File: src/rtl/lsu_pkg.sv
// Shared types and helpers for the load/store unit.
package lsu_pkg;

  localparam int unsigned MEMOP_WIDTH = 4;

  typedef enum logic [MEMOP_WIDTH-1:0] {
    OpNone = 4'd0,
    OpLb   = 4'd1,
    OpLh   = 4'd2,
    OpLw   = 4'd3,
    OpLd   = 4'd4,
    OpLbu  = 4'd5,
    OpLhu  = 4'd6,
    OpLwu  = 4'd7,
    OpSb   = 4'd8,
    OpSh   = 4'd9,
    OpSw   = 4'd10,
    OpSd   = 4'd11
  } mem_op_t;

  typedef enum logic [1:0] {
    StIdle,
    StReq,
    StWait,
    StDone
  } lsu_state_t;

  // log2 of the access size in bytes.
  function automatic logic [2:0] mem_size(input mem_op_t op);
    case (op)
      OpLb, OpLbu, OpSb: return 3'd0;
      OpLh, OpLhu, OpSh: return 3'd1;
      OpLw, OpLwu, OpSw: return 3'd2;
      default:           return 3'd3;
    endcase
  endfunction

  function automatic logic is_store(input mem_op_t op);
    return (op == OpSb) || (op == OpSh) || (op == OpSw) || (op == OpSd);
  endfunction

endpackage

File: src/rtl/lsu_align.sv
// Combinational lane alignment: store strobe/data shift and load extract/extend.
module lsu_align
  import lsu_pkg::*;
(
  input  mem_op_t     st_op,
  input  logic [2:0]  st_off,
  input  logic [63:0] st_wdata,
  output logic [7:0]  st_strobe,
  output logic [63:0] st_data,
  input  mem_op_t     ld_op,
  input  logic [2:0]  ld_off,
  input  logic [63:0] ld_rdata,
  output logic [63:0] ld_result
);

  logic [7:0]  mask;
  logic [63:0] raw;

  // Store side: byte enables and data moved into the addressed lanes.
  always_comb begin
    case (mem_size(st_op))
      3'd0:    mask = 8'h01;
      3'd1:    mask = 8'h03;
      3'd2:    mask = 8'h0F;
      default: mask = 8'hFF;
    endcase
    st_strobe = is_store(st_op) ? (mask << st_off) : 8'h00;
    st_data   = st_wdata << {st_off, 3'b000};
  end

  // Load side: shift the addressed bytes down, then sign/zero extend.
  always_comb begin
    raw = ld_rdata >> {ld_off, 3'b000};
    case (ld_op)
      OpLb:    ld_result = {{56{raw[7]}}, raw[7:0]};
      OpLh:    ld_result = {{48{raw[15]}}, raw[15:0]};
      OpLw:    ld_result = {{32{raw[31]}}, raw[31:0]};
      OpLd:    ld_result = raw;
      OpLbu:   ld_result = {56'd0, raw[7:0]};
      OpLhu:   ld_result = {48'd0, raw[15:0]};
      OpLwu:   ld_result = {32'd0, raw[31:0]};
      default: ld_result = 64'd0;
    endcase
  end

endmodule

File: src/rtl/lsu.sv
// Load/store unit: one bus transaction per rising edge of lsu_valid.
module lsu
  import lsu_pkg::*;
#(
  parameter int unsigned XLEN = 64
) (
  input  logic            clk,
  input  logic            rst,
  input  logic            lsu_valid,
  input  logic [XLEN-1:0] addr,
  input  logic [XLEN-1:0] wdata,
  input  mem_op_t         mem_op,
  output logic            dreq_valid,
  output logic [XLEN-1:0] dreq_addr,
  output logic [2:0]      dreq_size,
  output logic [7:0]      dreq_strobe,
  output logic [XLEN-1:0] dreq_data,
  input  logic            dresp_addr_ok,
  input  logic            dresp_data_ok,
  input  logic [XLEN-1:0] dresp_data,
  output logic [XLEN-1:0] lsu_out,
  output logic            lsu_finish,
  output logic            misalign
);

  lsu_state_t      state_q, state_d;
  logic            lsu_valid_q;
  mem_op_t         op_q, op_d;
  logic            skip_q, skip_d;
  logic            dreq_valid_q, dreq_valid_d;
  logic [XLEN-1:0] dreq_addr_q, dreq_addr_d;
  logic [2:0]      dreq_size_q, dreq_size_d;
  logic [7:0]      dreq_strobe_q, dreq_strobe_d;
  logic [XLEN-1:0] dreq_data_q, dreq_data_d;
  logic [XLEN-1:0] lsu_out_q, lsu_out_d;
  logic            misalign_q, misalign_d;

  logic            trigger;
  logic [2:0]      size;
  logic [3:0]      size_bytes;
  logic            unaligned;
  logic [7:0]      st_strobe;
  logic [63:0]     st_data;
  logic [63:0]     ld_result;

  assign trigger    = lsu_valid & ~lsu_valid_q;
  assign size       = mem_size(mem_op);
  assign size_bytes = 4'd1 << size;
  // Low address bits under (bytes-1); for size 3 the wrap of 0-1 gives 3'b111.
  assign unaligned  = |(addr[2:0] & (size_bytes[2:0] - 3'd1));

  lsu_align u_align (
    .st_op     (mem_op),
    .st_off    (addr[2:0]),
    .st_wdata  (wdata),
    .st_strobe (st_strobe),
    .st_data   (st_data),
    .ld_op     (op_q),
    .ld_off    (dreq_addr_q[2:0]),
    .ld_rdata  (dresp_data),
    .ld_result (ld_result)
  );

  // Next-state and datapath capture.
  always_comb begin
    state_d       = state_q;
    op_d          = op_q;
    skip_d        = skip_q;
    dreq_valid_d  = dreq_valid_q;
    dreq_addr_d   = dreq_addr_q;
    dreq_size_d   = dreq_size_q;
    dreq_strobe_d = dreq_strobe_q;
    dreq_data_d   = dreq_data_q;
    lsu_out_d     = lsu_out_q;
    misalign_d    = misalign_q;
    case (state_q)
      StIdle: begin
        if (trigger) begin
          op_d = mem_op;
          if (mem_op == OpNone) begin
            // Non-bus results wait one cycle so they finish like a best-case bus op.
            lsu_out_d = addr;
            skip_d    = 1'b1;
            state_d   = StWait;
          end else if (unaligned) begin
            lsu_out_d  = '0;
            misalign_d = 1'b1;
            skip_d     = 1'b1;
            state_d    = StWait;
          end else begin
            dreq_valid_d  = 1'b1;
            dreq_addr_d   = addr;
            dreq_size_d   = size;
            dreq_strobe_d = st_strobe;
            dreq_data_d   = st_data;
            skip_d        = 1'b0;
            state_d       = StReq;
          end
        end
      end
      StReq: begin
        if (dresp_addr_ok) begin
          dreq_valid_d = 1'b0;
          if (dresp_data_ok) begin
            lsu_out_d = ld_result;
            state_d   = StDone;
          end else begin
            state_d = StWait;
          end
        end
      end
      StWait: begin
        if (skip_q) begin
          state_d = StDone;
        end else if (dresp_data_ok) begin
          lsu_out_d = ld_result;
          state_d   = StDone;
        end
      end
      StDone: begin
        misalign_d = 1'b0;
        state_d    = StIdle;
      end
      default: state_d = StIdle;
    endcase
  end

  // State and output registers with asynchronous reset.
  always_ff @(posedge clk or posedge rst) begin
    if (rst) begin
      state_q       <= StIdle;
      lsu_valid_q   <= 1'b0;
      op_q          <= OpNone;
      skip_q        <= 1'b0;
      dreq_valid_q  <= 1'b0;
      dreq_addr_q   <= '0;
      dreq_size_q   <= '0;
      dreq_strobe_q <= '0;
      dreq_data_q   <= '0;
      lsu_out_q     <= '0;
      misalign_q    <= 1'b0;
    end else begin
      state_q       <= state_d;
      lsu_valid_q   <= lsu_valid;
      op_q          <= op_d;
      skip_q        <= skip_d;
      dreq_valid_q  <= dreq_valid_d;
      dreq_addr_q   <= dreq_addr_d;
      dreq_size_q   <= dreq_size_d;
      dreq_strobe_q <= dreq_strobe_d;
      dreq_data_q   <= dreq_data_d;
      lsu_out_q     <= lsu_out_d;
      misalign_q    <= misalign_d;
    end
  end

  assign dreq_valid  = dreq_valid_q;
  assign dreq_addr   = dreq_addr_q;
  assign dreq_size   = dreq_size_q;
  assign dreq_strobe = dreq_strobe_q;
  assign dreq_data   = dreq_data_q;
  assign lsu_out     = lsu_out_q;
  assign lsu_finish  = (state_q == StDone);
  assign misalign    = misalign_q;

endmodule

File: config.mk
export PLATFORM = sky130hd
export DESIGN_NAME = lsu
export DESIGN_NICKNAME = d
export VERILOG_FILES = /design/src/rtl/lsu_pkg.sv /design/src/rtl/lsu_align.sv /design/src/rtl/lsu.sv
export SDC_FILE = /design/constraint.sdc
export NUM_CORES = 1
export LEC_CHECK = 0
export ABC_AREA = 1
export BUFFER_PORTS_ARGS = -buffer_cell sky130_fd_sc_hd__buf_2
export CAP_MARGIN = 20
export CORE_MARGIN = 2
export CORE_UTILIZATION = 30
export CTS_CLUSTER_SIZE = 25
export DETAILED_ROUTE_END_ITERATION = 8
export PLACE_DENSITY_LB_ADDON = 0.15
export SLEW_MARGIN = 5
export SYNTH_ARGS = -nofsm -noshare
export SYNTH_HDL_FRONTEND = slang
export SYNTH_SLANG_ARGS = --single-unit
File: constraint.sdc
create_clock -name clk -period 7.7 [get_ports clk]
set_input_delay 1.155 -clock clk [delete_from_list [all_inputs] [get_ports clk]]
set_output_delay 1.155 -clock clk [all_outputs]
set_load 0.1 [all_outputs]
== Word-level counts from Yosys, hierarchy flattened ==
Memories as Yosys holds them, arrays and structs flattened.
Index checks and enable logic that the tools add are counted.
W data, S select, Z words.
Cells by class
  $add $sub $neg: 1
  multiply operators: 0
  div/mod/pow operators: 0
  $lt $le $gt $ge: 0
  equal/unequal tests: 24
  shifts and indexed selects: 4
  muxes and demuxes: 29
  bitwise logic cells: 5
  reductions and logical operators: 16
Operator list (count)
  $pmux W64 S7: 1
  $mux W64: 6
  $pmux W64 S3: 1
  $shl A64 B6 Y64: 1
  $shr A64 B6 Y64: 1
  $pmux W8 S3: 1
  $eq A4 B3 Y1 const B: 4
  $eq A4 B4 Y1 const B: 4
  $mux W2: 6
  $ne A2 B2 Y1 const B: 6
  $mux W1: 10
  $reduce_and A5 Y1: 2
  $eq A4 B2 Y1 const B: 2
  $mux W8: 1
  $pmux W2 S4: 1
  $reduce_and A4 Y1: 2
  $shl A8 B3 Y8: 1
  $ne A3 B3 Y1 const B: 2
  $eq A2 B2 Y1 const B: 2
  $eq A4 B1 Y1 const B: 1
  $logic_not A4 Y1: 1
  $pmux W1 S2: 2
  $reduce_bool A2 Y1: 2
  $and A3 B3 Y3: 1
  other kinds (14): 18
Word-level totals
  bits in registers: 213
  bits in latches: 0
  memory bits (writable): 0
  ROM bits: 64
  input bits: 201
  word-level logic and storage cells: 92
  memories: 2
Memory list
  (name not given): words 16, bits a word 2, read ports 1, clocked after memory_dff 0, write ports 0, RTL line lsu_pkg.sv:30  | case (op)
  (name not given): words 16, bits a word 2, read ports 1, clocked after memory_dff 0, write ports 0, RTL line lsu_pkg.sv:30

== Longest topological paths before layout ==
Gate-level depths: netlist of run 1.
An unclocked memory read counts as a cell.
  word-level depth: 9
  depth in mapped cells: 14
  gate-level depth less buffers: 13

== Modules after synthesis ==
A second synthesis of run 1 with hierarchy kept.
Second synthesis, totals
  cell total of the unflattened synthesis: 2000
  area, all modules: 13812.0 um^2
Modules (own cells, without submodules)
  lsu: instances 1, cells an instance 1095, area an instance 9472.8 um^2, sequential area each 5305.1 um^2
  lsu_align: instances 1, cells an instance 905, area an instance 4339.2 um^2, sequential area each 0.0 um^2

== Worst setup path after synthesis of run 1 ==
No wires, ideal clock.
  path kind: input-to-reg
  start point: input port mem_op[0]
  end point: register lsu_out_q[10], in the netlist lsu_out[10]
  setup time: 0.068 ns
  data arrival time: 2.570 ns
  required time: 7.632 ns
  path slack: 5.062 ns
  cell stages on the path: 11
  path buffers: 1
  path through: inv_1 ha_1 inv_1 nor3_1 nor2_1 nand3_4 nand2_2 inv_2 clkbuf_1 nand2_1 nand2_1
Between the ends
  longest elaborated chain between the ends: 7
  elaborated cells between the ends (all ways): 11
RTL lines
  start, declared: RTL line lsu.sv:12  | input mem_op_t mem_op,
  $mem_v2 Z16 W2
  $shl A1 B3 Y3: RTL line lsu.sv:48  | assign size_bytes = 4'd1 << size;
  $sub A3 B1 Y3: RTL line lsu.sv:50  | assign unaligned = |(addr[2:0] & (size_bytes[2:0] - 3'd1));
  $and A3 B3 Y3: RTL line lsu.sv:50
  $reduce_or A3 Y1: RTL line lsu.sv:50
  $ne A3 B3 Y1 (no source line)
  $reduce_and A5 Y1 (no source line)
  end signal, assigned: RTL line lsu.sv:152  | lsu_out_q <= lsu_out_d;
  end, declared: RTL line lsu.sv:35  | logic [XLEN-1:0] lsu_out_q, lsu_out_d;
Several ways; a longest one is shown, not always the timed one. The select of a mux whose other input is x is not followed.
A chain may end at the register's enable or synchronous reset.

== Final worst setup path of run 1 ==
  start point: register state_q[0]
  end point: register lsu_out_q[15], in the netlist lsu_out[15]
Between the ends
  longest elaborated chain between the ends: 3
  elaborated cells between the ends (all ways): 10
RTL lines
  start, declared: RTL line lsu.sv:26  | lsu_state_t state_q, state_d;
  start signal, assigned: RTL line lsu.sv:131  | state_q <= StIdle;
  start signal, assigned: RTL line lsu.sv:143  | state_q <= state_d;
  $eq A2 B2 Y1, or another cell as far along: RTL line lsu.sv:76  | case (state_q)
  $ne A2 B2 Y1 (no source line), or another cell as far along
  $reduce_and A5 Y1 (no source line)
Several ways; a longest one is shown, not always the timed one.

==> impl_metrics.csv, run 1 <==
group,metric,value,unit
run_status,status,"complete, no violations",
route,drt_pre_antenna_iters,5,
route,viasPerCell,4.87,
setup_path,critPathMaxFanout,66,
timing,slew_viol_final,0,
floorplan,core_area,42900,um^2
timing,min_period_over_period,51.9,%
route,met1_length,25600,um
yosys,syn-instance-count,1882,
clock_tree,cts-buffers-inserted,27,
timing,final-hold-violation-count,0,
place,io_buffers,405,
hold_path,hp-class,"flop to flop",
route,drtIter0Drc,1057,
route,routed_wl,53400,um
global_routing,antenna_found_initial,6,
timing,worst_pin_slew,1.03,ns
route,dr_wl_met2,22400,um
clock_tree,cts_sinks,212,
clock_tree,cts_max_path_buffers,3,
finish,n_fill_cell,4691,
floorplan,fp.dieH,212,um
setup_path,cp.arrival,4.47,ns
timing,max_freq,250,MHz
flow_run,drv_cap,0,
yosys,yosys_warnings,0,
clock_tree,h-tree-depth,1,
setup_path,crit_path_start_kind,"flop",
clock_tree,cts_resized,0,
global_routing,grt.overflow.total,0,
setup_path,crit_type,"flop to flop",
yosys,synth_area,13000,um^2
global_routing,grt_pass1_vias,12700,
global_routing,grt_max_degree,119,
floorplan,start_util,30.3,%
timing,max_slew_margin,31.5,%
floorplan,rows,76,
timing,grt_setup_unrepaired,"no",
yosys,yosys_register_bits,212,
route,vias,13700,
clock_tree,cts_setup_buffers,0,
clock_tree,clk_latency,0.54,ns
yosys,synth_nets,2092,
finish,fin_cells,2809,
timing,clock_skew,0.0123,ns
timing,setup_violations,0,
clock_tree,clk_pin_slew_worst_paths,0.06,ns
route,ant_nets,0,
route,highest_layer,"met5",
timing,setup_tns,0,ns
finish,drive_gt1_share,23.0,%
finish,final_net_count,2413,
place,hpwl,39800,um
floorplan,die_w,212,um
floorplan,ios,407,
setup_path,endpoint_kind,"flop",
clock_tree,cts_tree,"yes",
route,met3_length,3980,um
place,placed_cells,2758,
yosys,synth.distinct_cells,37,
route,wire_per_inst,19.0,um
clock_tree,cts_root_buf,"clkbuf_16",
floorplan,dieArea,44900,um^2
clock_tree,cts_hold_buf,0,
yosys,avgSynthCellArea,6.90,um^2
finish,area_delta_synth_final,24.3,%
yosys,yosysSeqAreaShare,40.9,%
global_routing,grt_usage,22.9,%
place,place.gp.congestion,0.918,
global_routing,grt_pass1_wl,78900,um
route,drc_errors,0,
setup_path,crit_required,8.17,ns
timing,period_minus_slack,4.00,ns
cell families (layout without fill, tap and decap cells):
group / count (synthesis) / in the layout / synth area share (%)
DFF: 212 / 212 / 40.9
adders and majority gates: 9 / 9 / 0.868
AOI/OAI and AO/OA: 348 / 348 / 15.7
buffers and inverters: 253 / 593 / 9.21
muxes: 10 / 10 / 0.771
other: 1 / 3 / 0.0289
and+or+nand+nor: 1049 / 1049 / 32.6
area by class of cell:
type | instances | area [um^2] | share of cell area [%]
multi-input cells | 1417 | 6500 | 40.3
diodes | 2 | 5.00 | 0.0310
repair buffers | 426 | 2190 | 13.6
clock inverters | 9 | 148 | 0.915
inverters | 119 | 454 | 2.82
well taps | 585 | 732 | 4.54
clock buffers | 39 | 791 | 4.90
flip-flops and latches | 212 | 5310 | 32.9
cells in the final DEF, fill, tap and decap left out, types with 5 or more instances in the layout:
cell / n
nand4_1: 43
inv_1: 114
o21ai_0: 140
nand3_1: 98
dfrtp_1: 210
o22ai_1: 14
buf_4: 20
o211ai_1: 42
clkbuf_1: 5
clkbuf_16: 27
a21oi_1: 62
o21ai_2: 19
nand2_2: 7
o31ai_1: 8
o221ai_1: 11
buf_2: 405
o21ai_1: 42
ha_1: 8
mux2i_1: 10
clkbuf_8: 7
nor2_1: 167
nand2_1: 718
critical path, cell delays in order, from the launching register on:
cell      delay, ns
dfrtp_1        0.37
inv_1          0.09
ha_2           0.97
inv_1          0.29
nand2_1        0.17
o21ai_0        0.10
a211oi_1       0.28
nand2_2        0.07
buf_4          0.34
inv_2          0.46
buf_4          0.49
o21ai_0        0.16
nand2_1        0.08
synthesized netlist by cell type:
library cell  count  area [um^2]
a211oi_1          4         30.0
a21oi_1          62          310
a22oi_1           3         22.5
and2_1            4         25.0
buf_1            18         67.6
buf_2            51          255
buf_4             6         45.0
buf_6            21          236
clkbuf_1         37          139
clkbuf_2          1         5.00
clkinv_1          2         7.51
conb_1            1         3.75
dfrtp_1         212         5310
ha_1              9          113
inv_1           115          432
inv_2             2         7.51
mux2i_1          10          100
nand2_1         720         2700
nand2_2           6         37.5
nand3_1          98          490
nand3_4           1         17.5
nand4_1          43          269
nor2_1          168          631
nor2_2            2         12.5
nor2_4            1         11.3
nor3_1            2         10.0
o2111ai_1         1         8.76
o211ai_1         42          315
o21a_1            1         7.51
o21ai_0         140          701
o21ai_1          42          210
o21ai_2          19          166
o21ai_4           1         16.3
o221ai_1         11         96.3
o22ai_1          14         87.6
o31ai_1           8         60.1
or2_2             4         25.0
final timing paths:
path	start	end	slack, ns	cells after the start
worst min-delay path	dreq_data[41]$_DFFE_PP0P_	dreq_data[41]$_DFFE_PP0P_	0.47	2
max in group asynchronous	rst	dreq_data[0]$_DFFE_PP0P_	5.65	3
min in group asynchronous	rst	dreq_addr[23]$_DFFE_PP0P_	0.70	2
worst max-delay path	state_q[0]$_DFFE_PP0P_	lsu_out[15]$_DFFE_PP0P_	3.70	12
worst min register to register	dreq_data[41]$_DFFE_PP0P_	dreq_data[41]$_DFFE_PP0P_	0.47	2
worst max register to register	state_q[0]$_DFFE_PP0P_	lsu_out[15]$_DFFE_PP0P_	3.70	12
sequential cells by signal (all words and copies together) (netlist names), 2 cells and up:
signal	flops
op_q	4
dreq_addr	64
lsu_out	64
dreq_data	64
dreq_size	2
state_q	2
dreq_strobe	8
per-stage QoR:
stage               hold WS (ns)  area, um^2  worst slack [ns]  util, %
CTS                        0.468       16100              3.69     37.6
floorplan                  0.489       13000             0.751        -
global route               0.493       16100              3.34     37.6
detailed placement         0.454       15200              3.60     35.4
global placement           0.452       15200              3.71     35.4
finish                     0.465       16100              3.70     37.6
per-layer routing:
layer / GRT usage [%] / up-vias
li1: - / 6751
met1: 34.5 / 6365
met2: 33.2 / 494
met3: 4.12 / 73
met4: 6.53 / 6
met5: 0 / -
Power of run 1 is left out: the tool's default activity adds up to more than one toggle a clock period on the data nets, which glitch-free logic cannot reach.
==> run 2, diff against run 1 <==
clock period = 3.8 ns   (was 7.7 ns; I/O delays follow)
==> impl_metrics.csv, run 2 (synthesis results as in run 1) <==
group,metric,value,unit
run_status,status,"complete, no violations",
finish,fin_cells,2820,
route,drt_pre_antenna_iters,7,
clock_tree,clk_latency,0.55,ns
place,io_buffers,405,
finish,drive_gt1_share,23.4,%
floorplan,ios,407,
timing,max_freq,385,MHz
clock_tree,cts-buffers-inserted,26,
setup_path,cp.arrival,3.07,ns
timing,worst_pin_slew,0.874,ns
finish,mostFrequentLayoutCells,"nand2_1 (719), buf_2 (405), dfrtp_1 (210)",
finish,area_delta_synth_final,25.3,%
setup_path,crit_family,"buffers and inverters",
hold_path,holdPathStages,1,
route,drc_errors,0,
timing,period_minus_slack,2.60,ns
setup_path,reg2reg_slack,1.20,ns
timing,setup_violations,0,
clock_tree,clk_pin_slew_worst_paths,0.06,ns
hold_path,hp-class,"input pin to flop",
timing,setup_tns,0,ns
route,ant_nets,0,
route,viasPerCell,4.88,
floorplan,fp.dieH,212,um
route,drtIter0Drc,1171,
hold_path,worst_hold_path.endpoint,"lsu_valid_q$_DFF_PP0_",
clock_tree,cts_sinks,212,
setup_path,path_buf_inv,3,
route,vias,13800,
place,place.gp.congestion,0.902,
setup_path,crit_path_start_kind,"flop",
global_routing,grt_usage,23.3,%
floorplan,dieArea,44900,um^2
timing,max_slew_margin,41.7,%
setup_path,crit_required,4.27,ns
place,placed_cells,2768,
timing,clock_skew,0.0197,ns
timing,final-hold-violation-count,0,
clock_tree,cts_max_path_buffers,3,
finish,final_net_count,2422,
clock_tree,cts_resized,0,
route,routed_wl,53800,um
route,wire_per_inst,19.1,um
setup_path,crit_type,"flop to flop",
setup_path,slowest_stage,"buf_4",
setup_path,cp_common_cell,"inv_1",
clock_tree,cts_hold_buf,0,
place,hpwl,40800,um
timing,slew_viol_final,0,
setup_path,critPathMaxFanout,60,
floorplan,rows,76,
setup_path,slowest_delay,0.61,ns
floorplan,die_w,212,um
global_routing,antenna_found_initial,16,
flow_run,drv_cap,0,
finish,n_fill_cell,4687,
clock_tree,h-tree-depth,1,
setup_path,r2r-start,"state_q[0]$_DFFE_PP0P_",
floorplan,core_area,42900,um^2
setup_path,endpoint_kind,"flop",
floorplan,start_util,30.3,%
finish,mostFrequentLayoutCell,"nand2_1",
finish,seq_area,5310,um^2
clock_tree,cts_tree,"yes",
setup_path,crit_chain,"inv_1 > ha_2 > inv_1 > nor2_1 > nand3_4 > nor2_4 > buf_4 > o21ai_0 > nand2_1",
finish,multi_input_area,6500,um^2
hold_path,holdCritStartpoint,"lsu_valid",
global_routing,grt.overflow.total,0,
setup_path,worstReg2RegEnd,"dreq_data[60]$_DFFE_PP0P_",
clock_tree,cts_root_buf,"clkbuf_16",
global_routing,grt_max_degree,99,
global_routing,grt_pass1_vias,13000,
timing,grt_setup_unrepaired,"no",
setup_path,r2r.worst_path.cells,9,
global_routing,grt_pass1_wl,80400,um
clock_tree,cts_setup_buffers,0,
timing,min_period_over_period,68.3,%
## run 2: cell count changes in the layout (fill, tap and decap cells not counted), sizes merged
| cell | change |
|---|---|
| diode | +2 |
| clkinv | +3 |
| inv | -1 |
| clkbuf | -3 |
| buf | +10 |
## run 2: cell type report
| class | count | area share (%) |
|---|---|---|
| inverters | 119 | 2.77 |
| diodes | 4 | 0.0616 |
| flip-flops and latches | 212 | 32.6 |
| repair buffers | 436 | 14.3 |
| clock buffers | 36 | 4.66 |
| clock inverters | 11 | 1.05 |
| well taps | 585 | 4.50 |
| multi-input cells | 1417 | 40.0 |
## run 2: worst max path at each step
stage,endpoint,startpoint,slack (ns),cells after the start
finish,dreq_data[60]$_DFFE_PP0P_,state_q[0]$_DFFE_PP0P_,1.20,9
global route,lsu_out[15]$_DFFE_PP0P_,dreq_addr[0]$_DFFE_PP0P_,1.02,9
CTS,lsu_out[46]$_DFFE_PP0P_,dreq_addr[2]$_DFFE_PP0P_,0.94,8
detailed placement,dreq_data[26]$_DFFE_PP0P_,mem_op[1],0.75,14
global placement,dreq_data[26]$_DFFE_PP0P_,mem_op[1],0.81,14
floorplan,dreq_addr[0]$_DFFE_PP0P_,rst,0.47,1
## run 2: through the flow
step           hold WS [ns]  worst slack (ns)  util (%)  instance area (um^2)
5_1_grt               0.141              1.02      37.9                 16300
4_1_cts               0.137             0.943      37.9                 16200
3_3_place_gp          0.453             0.806      35.7                 15300
2_1_floorplan         0.489             0.474         -                 13000
6_report              0.162              1.20      37.9                 16300
3_5_place_dp          0.455             0.746      35.7                 15300
## run 2: metal layers
layer  share of wire (%)  GRT usage [%]
met1                  48           34.4
met2                  42           33.6
met3                 7.9           5.86
met4                 2.6           6.10
met5                0.22              0
Power of run 2 is left out for the same reason.
==> run 3, diff against run 2 <==
clock period = 2.4 ns   (was 3.8 ns; I/O delays follow)
==> impl_metrics.csv, run 3 (synthesis results as in run 1) <==
group,metric,value,unit
place,place_area,15600,um^2
place,io_buffers,405,
timing,whs,0.0277,ns
setup_path,cp.arrival,2.66,ns
route,vias,14000,
hold_path,worst_hold_path.endpoint,"dreq_addr[12]$_DFFE_PP0P_",
clock_tree,cts-buffers-inserted,27,
hold_path,holdCritStartpoint,"addr[12]",
floorplan,start_util,30.3,%
clock_tree,cts_max_path_buffers,3,
floorplan,dieArea,44900,um^2
timing,slew_viol_final,0,
timing,min_period_over_period,92.0,%
setup_path,crit_required,2.85,ns
route,drtIter0Drc,1282,
route,drc_errors,0,
timing,period_minus_slack,2.21,ns
floorplan,die_w,212,um
setup_path,crit_path_start_kind,"flop",
route,drt_pre_antenna_iters,5,
finish,area_delta_synth_final,27.6,%
timing,clock_skew,0.0102,ns
flow_run,drv_cap,0,
hold_path,holdPathStages,3,
setup_path,critPathMaxFanout,98,
setup_path,worstReg2RegEnd,"lsu_out[0]$_DFFE_PP0P_",
setup_path,r2r-start,"dreq_addr[0]$_DFFE_PP0P_",
hold_path,hp-class,"input pin to flop",
global_routing,grt.overflow.total,0,
clock_tree,clk_latency,0.56,ns
floorplan,rows,76,
clock_tree,cts_root_buf,"clkbuf_16",
timing,worst_pin_slew,1.02,ns
global_routing,grt_max_degree,117,
setup_path,endpoint_kind,"flop",
setup_path,r2r.worst_path.cells,7,
place,hpwl,41500,um
run_status,status,"complete, no violations",
route,viasPerCell,4.91,
route,routed_wl,54400,um
timing,setup_violations,0,
finish,mostFrequentLayoutCell,"nand2_1",
finish,final_util,38.6,%
floorplan,core_area,42900,um^2
global_routing,grt_pass1_vias,13000,
finish,drive_gt1_share,24.3,%
finish,finish.instance_area,16600,um^2
finish,final_net_count,2451,
finish,multi_input_area,6500,um^2
clock_tree,cts_tree,"yes",
global_routing,grt_pass1_wl,80700,um
global_routing,grt_usage,23.4,%
timing,grt_setup_unrepaired,"no",
global_routing,antenna_found_initial,11,
setup_path,crit_type,"flop to flop",
floorplan,ios,407,
route,wire_per_inst,19.1,um
finish,mostFrequentLayoutCells,"nand2_1 (719), buf_2 (405), dfrtp_1 (210)",
route,ant_nets,0,
clock_tree,clk_pin_slew_worst_paths,0.07,ns
clock_tree,h-tree-depth,1,
setup_path,reg2reg_slack,0.19,ns
timing,setup_ws,0.193,ns
timing,max_slew_margin,31.8,%
place,place.gp.congestion,0.915,
finish,n_fill_cell,4717,
finish,seq_area,5310,um^2
floorplan,fp.dieH,212,um
timing,max_freq,453,MHz
place,post-place-ws,0.0471,ns
clock_tree,cts_sinks,212,
timing,final-hold-violation-count,0,
run 3: cell count changes in the layout (fill, tap and decap cells not counted), moves of 4 or more:
cell and delta:
buf_4 +14, clkinvlp_4 +5, bufinv_16 -4, buf_12 +10
run 3: per-stage QoR:
step                      setup TNS (ns)  instances
after floorplan                  -151.83       1882
after global placement                 0       2794
after detailed placement               0       2794
after CTS                              0       2844
after global routing                   0       2845
final                                  0       2848
run 3: final cells by class:
type / instances / area share [%]
clock inverter: 13 / 0.650
antenna: 3 / 0.0453
inverter: 119 / 2.72
timing repair buffer: 464 / 16.3
sequential: 212 / 32.0
multi-input combinational: 1417 / 39.2
clock buffer: 35 / 4.56
tap: 585 / 4.42
run 3: how the worst max path moves through the flow:
stage                                        start                        end  slack [ns]  depth (start not counted)
after global routing        state_q[1]$_DFFE_PP0P_    lsu_out[46]$_DFFE_PP0P_       0.004                         11
after detailed placement                 mem_op[1]  dreq_addr[11]$_DFFE_PP0P_        0.05                         13
after global placement                     addr[1]  dreq_data[49]$_DFFE_PP0P_        0.07                          7
after floorplan                                rst   dreq_addr[0]$_DFFE_PP0P_       -0.72                          1
after CTS                 dreq_addr[0]$_DFFE_PP0P_     lsu_out[0]$_DFFE_PP0P_        0.13                          7
final                     dreq_addr[0]$_DFFE_PP0P_     lsu_out[0]$_DFFE_PP0P_        0.19                          7
run 3: critical path, cell delays in order (launching register included):
cell	delay, ns
dfrtp_2	0.52
buf_12	0.36
o21ai_0	0.21
or2_2	0.32
a21oi_1	0.31
o22ai_1	0.20
nand2_1	0.10
nand2_1	0.05
run 3: layer usage:
metal,vias up,share of wire [%],track usage [%]
li1,6848,-,-
met2,504,42,34.2
met5,-,0.16,0
met4,16,2.5,6.00
met3,87,7.1,4.83
met1,6520,48,34.9
run 3: timing repair:
action                                 4_1_cts  5_1_grt
setup endpoints to repair                    0        8
hold buffers                                 2        0
buffers inserted                             0        0
endpoints found under the hold margin       97        0
resized for setup                            0        2
Power of run 3 is left out for the same reason.
